<file path="src/rtl/kalman_ctrl_if.sv">
// Handshake bundle between kalman_ctrl and the kalman filter datapath.
//   kf_z_x/kf_z_y   : measurement presented to the filter
//   kf_valid        : step request, held until the filter reports ready
//   kf_ready        : filter idle
//   kf_z_x_new/_y_new : filtered estimate from the filter
// master = sequencer side, slave = filter side.
interface kalman_ctrl_if #(
  parameter int unsigned DISP_WIDTH = 11
) ();
  logic [DISP_WIDTH-1:0] kf_z_x;
  logic [DISP_WIDTH-1:0] kf_z_y;
  logic                  kf_valid;
  logic                  kf_ready;
  logic [DISP_WIDTH-1:0] kf_z_x_new;
  logic [DISP_WIDTH-1:0] kf_z_y_new;

  modport master (
    output kf_z_x, kf_z_y, kf_valid,
    input  kf_ready, kf_z_x_new, kf_z_y_new
  );

  modport slave (
    input  kf_z_x, kf_z_y, kf_valid,
    output kf_ready, kf_z_x_new, kf_z_y_new
  );
endinterface

</file>
<file path="src/rtl/kalman_ctrl.sv">
// Sequencer between the centroid detector and the kalman filter.
// Buffers one pending job (fresh measurement or coast re-submission), runs
// one filter step through the kf handshake, captures the estimate, and
// flags lost tracks, overwritten measurements and a hung filter.
// Ports:
//   clk, areset            : clock, async active-high reset
//   meas_x/meas_y/meas_valid : detector centroid strobe
//   frame_tick             : end-of-frame strobe
//   kf                     : filter handshake (master side)
//   est_x/est_y/est_valid/est_coast : captured estimate and its step type
//   track_lost, drop_cnt, kf_err    : status
module kalman_ctrl #(
  parameter int unsigned DISP_WIDTH  = 11,
  parameter int unsigned MAX_COAST   = 4,
  parameter int unsigned WDOG_CYCLES = 64
) (
  input  logic                  clk,
  input  logic                  areset,
  input  logic [DISP_WIDTH-1:0] meas_x,
  input  logic [DISP_WIDTH-1:0] meas_y,
  input  logic                  meas_valid,
  input  logic                  frame_tick,
  kalman_ctrl_if.master         kf,
  output logic [DISP_WIDTH-1:0] est_x,
  output logic [DISP_WIDTH-1:0] est_y,
  output logic                  est_valid,
  output logic                  est_coast,
  output logic                  track_lost,
  output logic [7:0]            drop_cnt,
  output logic                  kf_err
);

  localparam int unsigned WDOG_W     = (WDOG_CYCLES > 1) ? $clog2(WDOG_CYCLES) : 1;
  localparam logic [3:0]  COAST_LIM  = 4'(MAX_COAST);
  localparam logic [WDOG_W-1:0] WDOG_LAST = WDOG_W'(WDOG_CYCLES - 1);

  typedef enum logic [2:0] {
    ST_IDLE,
    ST_ISSUE,
    ST_WAIT_BUSY,
    ST_WAIT_DONE,
    ST_CAPTURE
  } state_t;

  state_t state_q, state_d;

  logic                  pend_q, pend_coast_q;
  logic [DISP_WIDTH-1:0] pend_x_q, pend_y_q;
  logic [DISP_WIDTH-1:0] last_x_q, last_y_q;
  logic                  have_ref_q, seen_q;
  logic [3:0]            coast_cnt_q;
  logic [WDOG_W-1:0]     wdog_q;
  logic                  job_coast_q;

  logic issue, capture, abort, kf_valid_d, in_wait_d;
  logic wdog_hit;
  logic empty_tick, coast_req, lost_req, drop;

  assign wdog_hit = (wdog_q == WDOG_LAST);

  // Frame bookkeeping: a measurement in the tick cycle counts for the ending frame.
  assign empty_tick = frame_tick && !meas_valid && !seen_q && have_ref_q;
  assign coast_req  = empty_tick && (coast_cnt_q < COAST_LIM);
  assign lost_req   = empty_tick && !(coast_cnt_q < COAST_LIM);
  // A pending measurement issued this very cycle is not lost.
  assign drop       = meas_valid && pend_q && !pend_coast_q && !issue;

  // State register
  always_ff @(posedge clk or posedge areset) begin
    if (areset) state_q <= ST_IDLE;
    else        state_q <= state_d;
  end

  // Next-state and step control
  always_comb begin
    state_d    = state_q;
    issue      = 1'b0;
    capture    = 1'b0;
    abort      = 1'b0;
    unique case (state_q)
      ST_IDLE: begin
        if (pend_q) begin
          state_d = ST_ISSUE;
          issue   = 1'b1;
        end
      end
      ST_ISSUE: begin
        if (kf.kf_ready) state_d = ST_WAIT_BUSY;
      end
      ST_WAIT_BUSY: begin
        if (wdog_hit) begin
          abort   = 1'b1;
          state_d = ST_IDLE;
        end else if (!kf.kf_ready) begin
          state_d = ST_WAIT_DONE;
        end
      end
      ST_WAIT_DONE: begin
        if (wdog_hit) begin
          abort   = 1'b1;
          state_d = ST_IDLE;
        end else if (kf.kf_ready) begin
          state_d = ST_CAPTURE;
        end
      end
      ST_CAPTURE: begin
        capture = 1'b1;
        state_d = ST_IDLE;
      end
      default: state_d = ST_IDLE;
    endcase
    kf_valid_d = (state_d == ST_ISSUE);
    in_wait_d  = (state_d == ST_WAIT_BUSY) || (state_d == ST_WAIT_DONE);
  end

  // Job buffer, frame tracking and status
  always_ff @(posedge clk or posedge areset) begin
    if (areset) begin
      pend_q       <= 1'b0;
      pend_coast_q <= 1'b0;
      pend_x_q     <= '0;
      pend_y_q     <= '0;
      last_x_q     <= '0;
      last_y_q     <= '0;
      have_ref_q   <= 1'b0;
      seen_q       <= 1'b0;
      coast_cnt_q  <= '0;
      track_lost   <= 1'b1;
      drop_cnt     <= '0;
    end else begin
      if (issue) pend_q <= 1'b0;

      if (meas_valid) begin
        pend_q       <= 1'b1;
        pend_coast_q <= 1'b0;
        pend_x_q     <= meas_x;
        pend_y_q     <= meas_y;
        last_x_q     <= meas_x;
        last_y_q     <= meas_y;
        have_ref_q   <= 1'b1;
        coast_cnt_q  <= '0;
        track_lost   <= 1'b0;
      end else if (coast_req) begin
        pend_q       <= 1'b1;
        pend_coast_q <= 1'b1;
        pend_x_q     <= last_x_q;
        pend_y_q     <= last_y_q;
        coast_cnt_q  <= coast_cnt_q + 4'd1;
      end else if (lost_req) begin
        track_lost   <= 1'b1;
      end

      if (frame_tick)      seen_q <= 1'b0;
      else if (meas_valid) seen_q <= 1'b1;

      if (drop && (drop_cnt != 8'hFF)) drop_cnt <= drop_cnt + 8'd1;
    end
  end

  // Filter handshake, watchdog and estimate capture
  always_ff @(posedge clk or posedge areset) begin
    if (areset) begin
      kf.kf_z_x   <= '0;
      kf.kf_z_y   <= '0;
      kf.kf_valid <= 1'b0;
      job_coast_q <= 1'b0;
      wdog_q      <= '0;
      est_x       <= '0;
      est_y       <= '0;
      est_valid   <= 1'b0;
      est_coast   <= 1'b0;
      kf_err      <= 1'b0;
    end else begin
      kf.kf_valid <= kf_valid_d;
      if (issue) begin
        kf.kf_z_x   <= pend_x_q;
        kf.kf_z_y   <= pend_y_q;
        job_coast_q <= pend_coast_q;
      end

      // Counts consecutive busy-wait cycles of the current step.
      if (in_wait_d) wdog_q <= wdog_q + 1'b1;
      else           wdog_q <= '0;

      est_valid <= capture;
      if (capture) begin
        est_x     <= kf.kf_z_x_new;
        est_y     <= kf.kf_z_y_new;
        est_coast <= job_coast_q;
      end

      if (abort) kf_err <= 1'b1;
    end
  end

endmodule

</file>
<file path="src/flat_wrapper.sv">
// flat-port wrapper written by rule: the top's interface ports become plain ports
module kalman_ctrl_flat 
#(
  parameter int unsigned DISP_WIDTH  = 11,
  parameter int unsigned MAX_COAST   = 4,
  parameter int unsigned WDOG_CYCLES = 64
)
  (clk, areset, meas_x, meas_y, meas_valid, frame_tick, est_x, est_y, est_valid, est_coast, track_lost, drop_cnt, kf_err, kf_kf_z_x, kf_kf_z_y, kf_kf_valid, kf_kf_ready, kf_kf_z_x_new, kf_kf_z_y_new);
  kalman_ctrl_if #(.DISP_WIDTH(DISP_WIDTH)) kf_i ();
  input  logic clk;
  input  logic areset;
  input  logic [DISP_WIDTH-1:0] meas_x;
  input  logic [DISP_WIDTH-1:0] meas_y;
  input  logic meas_valid;
  input  logic frame_tick;
  output logic [DISP_WIDTH-1:0] est_x;
  output logic [DISP_WIDTH-1:0] est_y;
  output logic est_valid;
  output logic est_coast;
  output logic track_lost;
  output logic [7:0] drop_cnt;
  output logic kf_err;
  output wire logic [$bits(kf_i.kf_z_x)-1:0] kf_kf_z_x;
  output wire logic [$bits(kf_i.kf_z_y)-1:0] kf_kf_z_y;
  output wire logic [$bits(kf_i.kf_valid)-1:0] kf_kf_valid;
  input wire logic [$bits(kf_i.kf_ready)-1:0] kf_kf_ready;
  input wire logic [$bits(kf_i.kf_z_x_new)-1:0] kf_kf_z_x_new;
  input wire logic [$bits(kf_i.kf_z_y_new)-1:0] kf_kf_z_y_new;
  assign kf_kf_z_x = kf_i.kf_z_x;
  assign kf_kf_z_y = kf_i.kf_z_y;
  assign kf_kf_valid = kf_i.kf_valid;
  assign kf_i.kf_ready = kf_kf_ready;
  assign kf_i.kf_z_x_new = kf_kf_z_x_new;
  assign kf_i.kf_z_y_new = kf_kf_z_y_new;
  kalman_ctrl #(.DISP_WIDTH(DISP_WIDTH), .MAX_COAST(MAX_COAST), .WDOG_CYCLES(WDOG_CYCLES)) u_core (.clk(clk), .areset(areset), .meas_x(meas_x), .meas_y(meas_y), .meas_valid(meas_valid), .frame_tick(frame_tick), .kf(kf_i), .est_x(est_x), .est_y(est_y), .est_valid(est_valid), .est_coast(est_coast), .track_lost(track_lost), .drop_cnt(drop_cnt), .kf_err(kf_err));
endmodule
</file>
<file path="config.mk">
export PLATFORM = sky130hd
export DESIGN_NAME = kalman_ctrl_flat
export DESIGN_NICKNAME = d
export VERILOG_FILES = /design/src/rtl/kalman_ctrl_if.sv /design/src/rtl/kalman_ctrl.sv /design/src/flat_wrapper.sv
export SDC_FILE = /design/constraint.sdc
export NUM_CORES = 1
export LEC_CHECK = 0
export CAP_MARGIN = 20
export CORE_ASPECT_RATIO = 1.75
export CORE_MARGIN = 8
export CORE_UTILIZATION = 54
export DETAILED_ROUTE_END_ITERATION = 7
export GPL_TIMING_DRIVEN = 1
export PLACE_DENSITY = 0.85
export SYNTH_ARGS = -nofsm -noshare
export SYNTH_HDL_FRONTEND = slang
export SYNTH_SLANG_ARGS = --single-unit
</file>
<file path="constraint.sdc">
create_clock -name clk -period 12.6 [get_ports clk]
set_input_delay 3.78 -clock clk [delete_from_list [all_inputs] [get_ports clk]]
set_output_delay 3.78 -clock clk [all_outputs]
set_load 0.005 [all_outputs]
</file>
==> metrics.cfg, run 1 <==
[placement]
place_area_mm2 = 0.00581
post-dp-hpwl_um = 6810
gp_congestion = 0.772
port_buffers = 105

[die]
dieWidth_um = 86.0
io_pins = 106
start_util_pct = 55.7
dieArea_mm2 = 0.0119
core_area_mm2 = 0.00831
rows = 44
fp.dieH_um = 139

[cts]
insertion_delay_ns = 0.41
clockRootBuffer = clkbuf_16
cts.reportedPaths.clkPinSlew_ns = 0.05
numCtsBuffers = 17
tritoncts = yes
cts_sinks = 119
cts_buffer_depth = 2
cts_resized = 0
ctsHtreeMaxLevel = 4
cts_setup_buffers = 0
hold_buffers = 0

[synthesis]
synth-xor-area-share_pct = 1.70
syn-instance-count = 308
synthArstFlopShare_pct = 100
synth_area_leader_cell = dfrtp_1
ys_ff_latch = 119
yosysSeqAreaShare_pct = 64.3
yosys.area_share.simple_pct = 5.75
synth_enable_flop_cells = 0
synth_compound_area_share_pct = 2.76
ys_warn_count = 0
yosysMostFrequentCell = dfrtp_1
synth_top_area_share_pct = 63.7
synth_area_leaders = dfrtp_1, mux2_2, xor2_1
yosys-top-cells-count = dfrtp_1, mux2_2, nor2_1
synthesis.area_mm2 = 0.00463
yosysUniqueCellTypes = 37
yosys_most_used_dff = dfrtp_1
avgSynthCellArea_um2 = 15.0
synth_fp_nets = 360
synth_mux_area_share_pct = 22.6
synthAdderAreaFrac_pct = 0.810
synth_top_family_by_area = multiplexers

[sta]
fin_skew_ns = 0.00813
slew_headroom_pct = 28.4
drv_slew = 0
final.setup.tns_ns = 0
rsz0062_at_grt = no
finalCriticalPeriod_ns = 5.44
max_freq_mhz = 184
fin_crit_sh_pct = 43.2
tightest_slew_ns = 1.07
hold_viol = 0
setup_viol = 0

[grt]
grt_antenna_before_repair = 0
track_usage_pct = 18.1
grt_pass1_vias = 3243
grt_max_degree = 65
grt_overflow = 0
grt_pass1_wl_um = 16600

[outcome]
outcome = complete, no violations

[final_layout]
drive_gt1_share_pct = 30.6
fillers = 483
fin_nets = 474
diodes = 0
area_growth_pct = 38.6
design_area_mm2 = 0.00642
finalCoreUtilization_pct = 77.2

[hold_path]
hold_path.class = register to register

[detailed_routing]
avgViaCountPerCell = 5.24
ant_nets = 0
drc = 0
first_pass_iters = 4
vias = 2875
wl_per_cell_um = 18.3
drt-total-wl_um = 10000
drtIter0Drc = 121

[setup_path]
required_ns = 12.88
path_cells = clkdlybuf4s50_1, buf_4, nand3b_1, or2_1, nor3_1, mux2_1
worstPathArrival_ns = 5.72
slowest_delay_ns = 0.46
worst-path-buf-inv = 2
cp-start-kind = input port
crit_fanout = 32
cp_slowest_cell = clkdlybuf4s50_1
critical_path_class = input port to register
end_kind = register
critPathTopFamily = buffers and inverters

[power_and_ir_drop]
p_int_uw = 1120
ir_worst_vdd_mv = 0.144
netSwitchingPower_uw = 385
switching_share_pct = 25.6
clockPowerShare_pct = 33.1
cellLeakagePower_uw = 0.00274
p_per_area_mw_per_mm2 = 235
comb_power_share_pct = 28.8
seqPwrFrac_pct = 38.2

[job]
cap_viol_max_count = 0

power groups by stage:
stage / clock network, µW / logic [µW] / registers, µW
after floorplan: 0 / 199 / 567
after global placement: 0 / 412 / 569
after detailed placement: 0 / 435 / 578
after CTS: 507 / 443 / 575
after global routing: 525 / 467 / 588
final: 498 / 433 / 575
flip-flops by register name, indices dropped and copies added, names as in the netlist, 3 cells and up:
signal / flops
u_core.last_y_q: 11
u_core.state_q: 3
u_core.last_x_q: 11
u_core.drop_cnt: 8
u_core.est_x: 11
u_core.pend_y_q: 11
u_core.wdog_q: 6
u_core.coast_cnt_q: 4
u_core.pend_x_q: 11
u_core.kf.kf_z_x: 11
u_core.est_y: 11
u_core.kf.kf_z_y: 11
final timing paths:
| check | from | to | slack [ns] | depth (start not counted) |
|---|---|---|---|---|
| setup / recovery | meas_valid | u_core.drop_cnt[7]$_DFFE_PP0P_ | 7.16 | 6 |
| hold / removal | u_core.have_ref_q$_DFFE_PP0P_ | u_core.have_ref_q$_DFFE_PP0P_ | 0.47 | 1 |
| setup reg to reg | u_core.state_q[2]$_DFF_PP0_ | u_core.est_x[9]$_DFFE_PP0P_ | 10.46 | 3 |
| hold reg to reg | u_core.have_ref_q$_DFFE_PP0P_ | u_core.have_ref_q$_DFFE_PP0P_ | 0.47 | 1 |
| max in group asynchronous | areset | u_core.state_q[0]$_DFF_PP0_ | 7.52 | 3 |
| min in group asynchronous | areset | u_core.est_x[9]$_DFFE_PP0P_ | 3.83 | 2 |
cell families after synthesis:
group,Yosys count
flip-flops,119
multiplexers,93
AND/OR/NAND/NOR,48
buffers and inverters,19
AO/OA/AOI/OAI,17
XOR/XNOR,9
adder cells (fa/ha/maj),3
metal layers:
metal | wire length [µm] | part of all wire, % | up-vias | track usage, %
met5 | 0 | 0 | - | 0
met4 | 185 | 1.8 | 0 | 8.92
met3 | 560 | 5.6 | 19 | 5.22
met2 | 5600 | 56 | 88 | 32.0
met1 | 3700 | 37 | 1450 | 18.7
li1 | - | - | 1318 | -
placed cells by master (no fill, tap or decap), types with 5 or more instances in the layout:
cell type	synthesis	layout
dfrtp_1	118	118
clkdlybuf4s50_1	0	105
mux2_2	92	92
clkbuf_16	0	17
nor2_1	11	11
xor2_1	7	7
nor3_1	7	7
nand2_1	6	6
nand3_1	6	6
inv_1	6	5
stage by stage:
stage | cells | worst slack (ns) | hold slack, ns | total power [µW]
floorplan | 308 | 5.66 | 0.428 | 766
global placement | 517 | 6.85 | 0.443 | 981
detailed placement | 518 | 6.78 | 0.451 | 1010
CTS | 549 | 7.16 | 0.467 | 1530
global route | 549 | 7.08 | 0.503 | 1580
finish | 549 | 7.16 | 0.466 | 1510
layout make-up:
cell class	count	area (µm²)	area share, %
well taps	115	144	2.24
flip-flops and latches	119	2980	46.4
clock inverters	8	146	2.28
inverters	6	25.0	0.390
repair buffers	108	1090	17.0
multi-input cells	170	1560	24.4
clock buffers	23	468	7.29
Power figures use the tool's default switching activity.
==> run 2: changes to the inputs <==
--- a/config.mk
+++ b/config.mk
@@ -8,10 +8,10 @@
 export CAP_MARGIN = 20
 export CORE_ASPECT_RATIO = 1.75
 export CORE_MARGIN = 8
-export CORE_UTILIZATION = 54
+export CORE_UTILIZATION = 50
 export DETAILED_ROUTE_END_ITERATION = 7
 export GPL_TIMING_DRIVEN = 1
-export PLACE_DENSITY = 0.85
+export PLACE_DENSITY = 0.8
 export SYNTH_ARGS = -nofsm -noshare
 export SYNTH_HDL_FRONTEND = slang
 export SYNTH_SLANG_ARGS = --single-unit
==> constraint.sdc (replaced) <==
create_clock -name clk -period 5.1 [get_ports clk]
set_input_delay 1.53 -clock clk [delete_from_list [all_inputs] [get_ports clk]]
set_output_delay 1.53 -clock clk [all_outputs]
set_load 0.005 [all_outputs]
==> metrics.cfg, run 2 (synthesized netlist as in run 1, its figures left out) <==
[outcome]
outcome = complete, no violations

[cts]
cts_sinks = 119
cts_setup_buffers = 0
numCtsBuffers = 17
cts.reportedPaths.clkPinSlew_ns = 0.05
clockRootBuffer = clkbuf_16
tritoncts = yes
insertion_delay_ns = 0.40
cts_buffer_depth = 2
ctsHtreeMaxLevel = 4
cts_resized = 0
hold_buffers = 0

[die]
dieWidth_um = 88.8
fp.dieH_um = 143
io_pins = 106
start_util_pct = 51.3
dieArea_mm2 = 0.0127
core_area_mm2 = 0.00904
rows = 46

[power_and_ir_drop]
comb_power_share_pct = 28.0
cellLeakagePower_uw = 0.00276
ir_worst_vdd_mv = 0.385
switching_share_pct = 24.8
seqPwrFrac_pct = 38.1
netSwitchingPower_uw = 914
p_int_uw = 2780
p_per_area_mw_per_mm2 = 573
clockPowerShare_pct = 33.8

[final_layout]
diodes = 0
fin_nets = 475
final_common_cell = dfrtp_1
drive_gt1_share_pct = 31.3
area_growth_pct = 39.0
fillers = 639
stdcell_count = 555
layout_common_cells = dfrtp_1, clkdlybuf4s50_1, mux2_2

[placement]
placed_cells = 524
post-dp-hpwl_um = 6530
pre_cts_slack_ns = 1.63
port_buffers = 105
gp_congestion = 0.749

[sta]
rsz0062_at_grt = no
final.setup.tns_ns = 0
fin_skew_ns = 0.00708
setup_viol = 0
worst_slack_ns = 2.01
finalCriticalPeriod_ns = 3.09
tightest_slew_ns = 0.912
fin_crit_sh_pct = 60.6
max_freq_mhz = 323
drv_slew = 0
hold_viol = 0
slew_headroom_pct = 39.2

[job]
cap_viol_max_count = 0

[grt]
track_usage_pct = 16.3
grt_antenna_before_repair = 0
grt_pass1_wl_um = 15600
grt_pass1_vias = 3179
grt_overflow = 0
grt_max_degree = 77

[setup_path]
critical_path_class = input port to register
crit_fanout = 8
required_ns = 5.37
cp-start-kind = input port
worstPathArrival_ns = 3.37
critPathLaunch = meas_valid
end_kind = register
reg2reg_from = u_core.have_ref_q$_DFFE_PP0P_

[detailed_routing]
vias = 2856
drtIter0Drc = 110
ant_nets = 0
wl_per_cell_um = 17.0
avgViaCountPerCell = 5.15
first_pass_iters = 4
drt-total-wl_um = 9440
drc = 0

[hold_path]
hold_path.class = register to register
min_from = u_core.have_ref_q$_DFFE_PP0P_

==> run 2: changes by cell type in the layout (fill, tap and decap cells not counted), sizes merged <==
| cell | change |
|---|---|
| clkinv | +1 |
| buf | +1 |
| clkinvlp | -1 |
==> run 2: area by class of cell <==
class	count	area (µm²)	share of cell area, %
clock inverter	8	144	2.24
inverter	6	25.0	0.389
timing repair buffer	109	1090	17.0
multi-input combinational	170	1560	24.2
clock buffer	23	488	7.58
tap	120	150	2.33
sequential	119	2980	46.3
==> run 2: power by group through the flow <==
| stage | combinational, µW | sequential, µW | clock, µW |
|---|---|---|---|
| after detailed placement | 1060 | 1420 | 0 |
| final | 1030 | 1410 | 1250 |
| after CTS | 1060 | 1410 | 1270 |
| after floorplan | 492 | 1400 | 0 |
| after global placement | 1030 | 1410 | 0 |
| after global routing | 1120 | 1450 | 1320 |
==> run 2: path summary, 6_finish.rpt <==
check                           slack, ns  depth (start not counted)                             end
worst max-delay path                 2.01                          5  u_core.drop_cnt[7]$_DFFE_PP0P_
worst min-delay path                 0.48                          1   u_core.have_ref_q$_DFFE_PP0P_
worst max register to register       3.28                          3  u_core.pend_y_q[1]$_DFFE_PP0P_
worst min register to register       0.48                          1   u_core.have_ref_q$_DFFE_PP0P_
max in group asynchronous            2.68                          3     u_core.est_y[6]$_DFFE_PP0P_
min in group asynchronous            1.70                          2  u_core.last_x_q[8]$_DFFE_PP0P_
==> run 2: layer usage <==
metal	global-route usage [%]	vias up	wire, µm
met5	0	-	0
met1	16.9	1432	3530
met3	5.78	19	599
li1	-	1325	-
met4	8.70	0	240
met2	27.6	80	5070
==> run 2: worst max-delay path: stages <==
cell and delay, ns:
clkdlybuf4s50_1 0.72, nand3b_1 0.23, or2_1 0.32, nor3_1 0.23, mux2_1 0.34
==> run 2: per-stage QoR <==
| step | util [%] | hold WS, ns | total power (µW) | instance area, µm² |
|---|---|---|---|---|
| after floorplan | - | 0.428 | 1890 | 4630 |
| after global placement | 64.2 | 0.448 | 2430 | 5810 |
| after detailed placement | 64.2 | 0.447 | 2480 | 5810 |
| after CTS | 71.2 | 0.472 | 3740 | 6440 |
| after global routing | 71.2 | 0.498 | 3890 | 6440 |
| final | 71.2 | 0.479 | 3690 | 6440 |
==> run 3: changes to the inputs <==
--- a/config.mk
+++ b/config.mk
@@ -8,10 +8,10 @@
 export CAP_MARGIN = 20
 export CORE_ASPECT_RATIO = 1.75
 export CORE_MARGIN = 8
-export CORE_UTILIZATION = 50
+export CORE_UTILIZATION = 45
 export DETAILED_ROUTE_END_ITERATION = 7
 export GPL_TIMING_DRIVEN = 1
-export PLACE_DENSITY = 0.8
+export PLACE_DENSITY = 0.76
 export SYNTH_ARGS = -nofsm -noshare
 export SYNTH_HDL_FRONTEND = slang
 export SYNTH_SLANG_ARGS = --single-unit
==> constraint.sdc (replaced) <==
create_clock -name clk -period 2.7 [get_ports clk]
set_input_delay 0.81 -clock clk [delete_from_list [all_inputs] [get_ports clk]]
set_output_delay 0.81 -clock clk [all_outputs]
set_load 0.005 [all_outputs]
==> metrics.cfg, run 3 (synthesized netlist as in run 1, its figures left out) <==
[cts]
hold_buffers = 0
tritoncts = yes
insertion_delay_ns = 0.41
ctsHtreeMaxLevel = 4
cts_resized = 0
cts_setup_buffers = 0
cts.reportedPaths.clkPinSlew_ns = 0.05
clockRootBuffer = clkbuf_16
cts_buffer_depth = 2
cts_sinks = 119
numCtsBuffers = 17

[setup_path]
r2r_end = u_core.est_x[1]$_DFFE_PP0P_
reg2reg_depth = 4
path_cells = clkdlybuf4s50_1
worst-path-buf-inv = 1
required_ns = 1.89
critPathTopFamily = flip-flops
slowest_delay_ns = 0.52
worstPathArrival_ns = 1.41
reg2reg_from = u_core.state_q[2]$_DFF_PP0_
end_kind = output port
cp_slowest_cell = dfstp_2
critical_path_class = register to output port
rrSetupSlack_ns = 0.98
cp-start-kind = register
crit_fanout = 2

[detailed_routing]
drtIter0Drc = 105
first_pass_iters = 6
avgViaCountPerCell = 5.05
drc = 0
ant_nets = 0
wl_per_cell_um = 17.4
drt-total-wl_um = 9840
vias = 2859

[sta]
max_freq_mhz = 451
tightest_slew_ns = 0.387
slew_headroom_pct = 73.5
drv_slew = 0
setup_viol = 0
rsz0062_at_grt = no
whs_ns = 0.463
fin_crit_sh_pct = 82.2
hold_viol = 0
final.setup.tns_ns = 0
finalCriticalPeriod_ns = 2.22
fin_skew_ns = 0.0140

[placement]
port_buffers = 105
placed_cells = 534
place_area_mm2 = 0.00586
post-dp-hpwl_um = 7070
gp_congestion = 0.769

[die]
dieArea_mm2 = 0.0139
dieWidth_um = 92.7
io_pins = 106
rows = 49
fp.dieH_um = 150
start_util_pct = 45.5
core_area_mm2 = 0.0102

[hold_path]
hold_path.class = register to register
min_path_cells = 2
min_from = u_core.track_lost$_DFFE_PP1P_
whs_endpoint = u_core.track_lost$_DFFE_PP1P_

[final_layout]
diodes = 0
stdcell_count = 566
drive_gt1_share_pct = 30.8
fin_nets = 478
design_area_mm2 = 0.00641
final_common_cell = dfrtp_1
area_growth_pct = 38.5
layout_common_cells = dfrtp_1, clkdlybuf4s50_1, mux2_2

[outcome]
outcome = complete, no violations

[grt]
grt_max_degree = 64
track_usage_pct = 15.1
grt_pass1_wl_um = 16000
grt_antenna_before_repair = 0
grt_pass1_vias = 3172
grt_overflow = 0

[job]
cap_viol_max_count = 0

[power_and_ir_drop]
cellLeakagePower_uw = 0.00273
power_uw = 6720
p_per_area_mw_per_mm2 = 1050
ir_worst_vdd_mv = 0.621

[run 3: cell types whose count changed in the layout (fill, tap and decap cells not counted), sizes merged]
cell / before / now
buf: 4 / 8
bufinv: 4 / 1
clkbuf: 23 / 29
clkdlybuf4s50: 105 / 104
clkinv: 4 / 2
clkinvlp: 0 / 1
inv: 6 / 5
[run 3: layer usage]
metal / GRT usage [%] / wire [µm] / part of all wire (%)
met2: 27.1 / 5510 / 56
met3: 5.04 / 440 / 4.5
met4: 7.95 / 225 / 2.3
met5: 0 / 0 / 0
met1: 14.9 / 3670 / 37
[run 3: worst max path at each step]
| stage | from | endpoint | slack (ns) | cells past startpoint |
|---|---|---|---|---|
| global placement | frame_tick | u_core.pend_y_q[4]$_DFFE_PP0P_ | 0.38 | 5 |
| global route | u_core.track_lost$_DFFE_PP1P_ | track_lost | 0.42 | 1 |
| CTS | u_core.track_lost$_DFFE_PP1P_ | track_lost | 0.45 | 1 |
| floorplan | areset | u_core.coast_cnt_q[0]$_DFFE_PP0P_ | 0.44 | 1 |
| detailed placement | frame_tick | u_core.pend_y_q[4]$_DFFE_PP0P_ | 0.34 | 5 |
| finish | u_core.track_lost$_DFFE_PP1P_ | track_lost | 0.48 | 1 |
[run 3: power by group]
part / switching [µW] / internal (µW)
logic: 677 / 1310
clock network: 711 / 1360
registers: 340 / 2320
total: 1730 / 4990
[run 3: area by class of cell]
cell class / count / area (µm²)
inverter: 6 / 26.3
clock buffer: 29 / 510
multi-input combinational: 170 / 1560
tap: 127 / 159
fill: 817 / 3760
sequential: 119 / 2980
timing repair buffer: 112 / 1140
clock inverter: 3 / 40.0
[run 3: worst min-delay path: cells and delay by family, from the launching register on]
kind	cells	cell delay, ns
compound gates	1	0.05
flops	1	0.36
buf+inv	1	0.04
[run 3: through the flow]
| stage | setup slack [ns] | utilization [%] |
|---|---|---|
| floorplan | 0.435 | - |
| global placement | 0.377 | 57.6 |
| detailed placement | 0.341 | 57.6 |
| CTS | 0.452 | 63.0 |
| global route | 0.418 | 63.0 |
| finish | 0.480 | 63.0 |
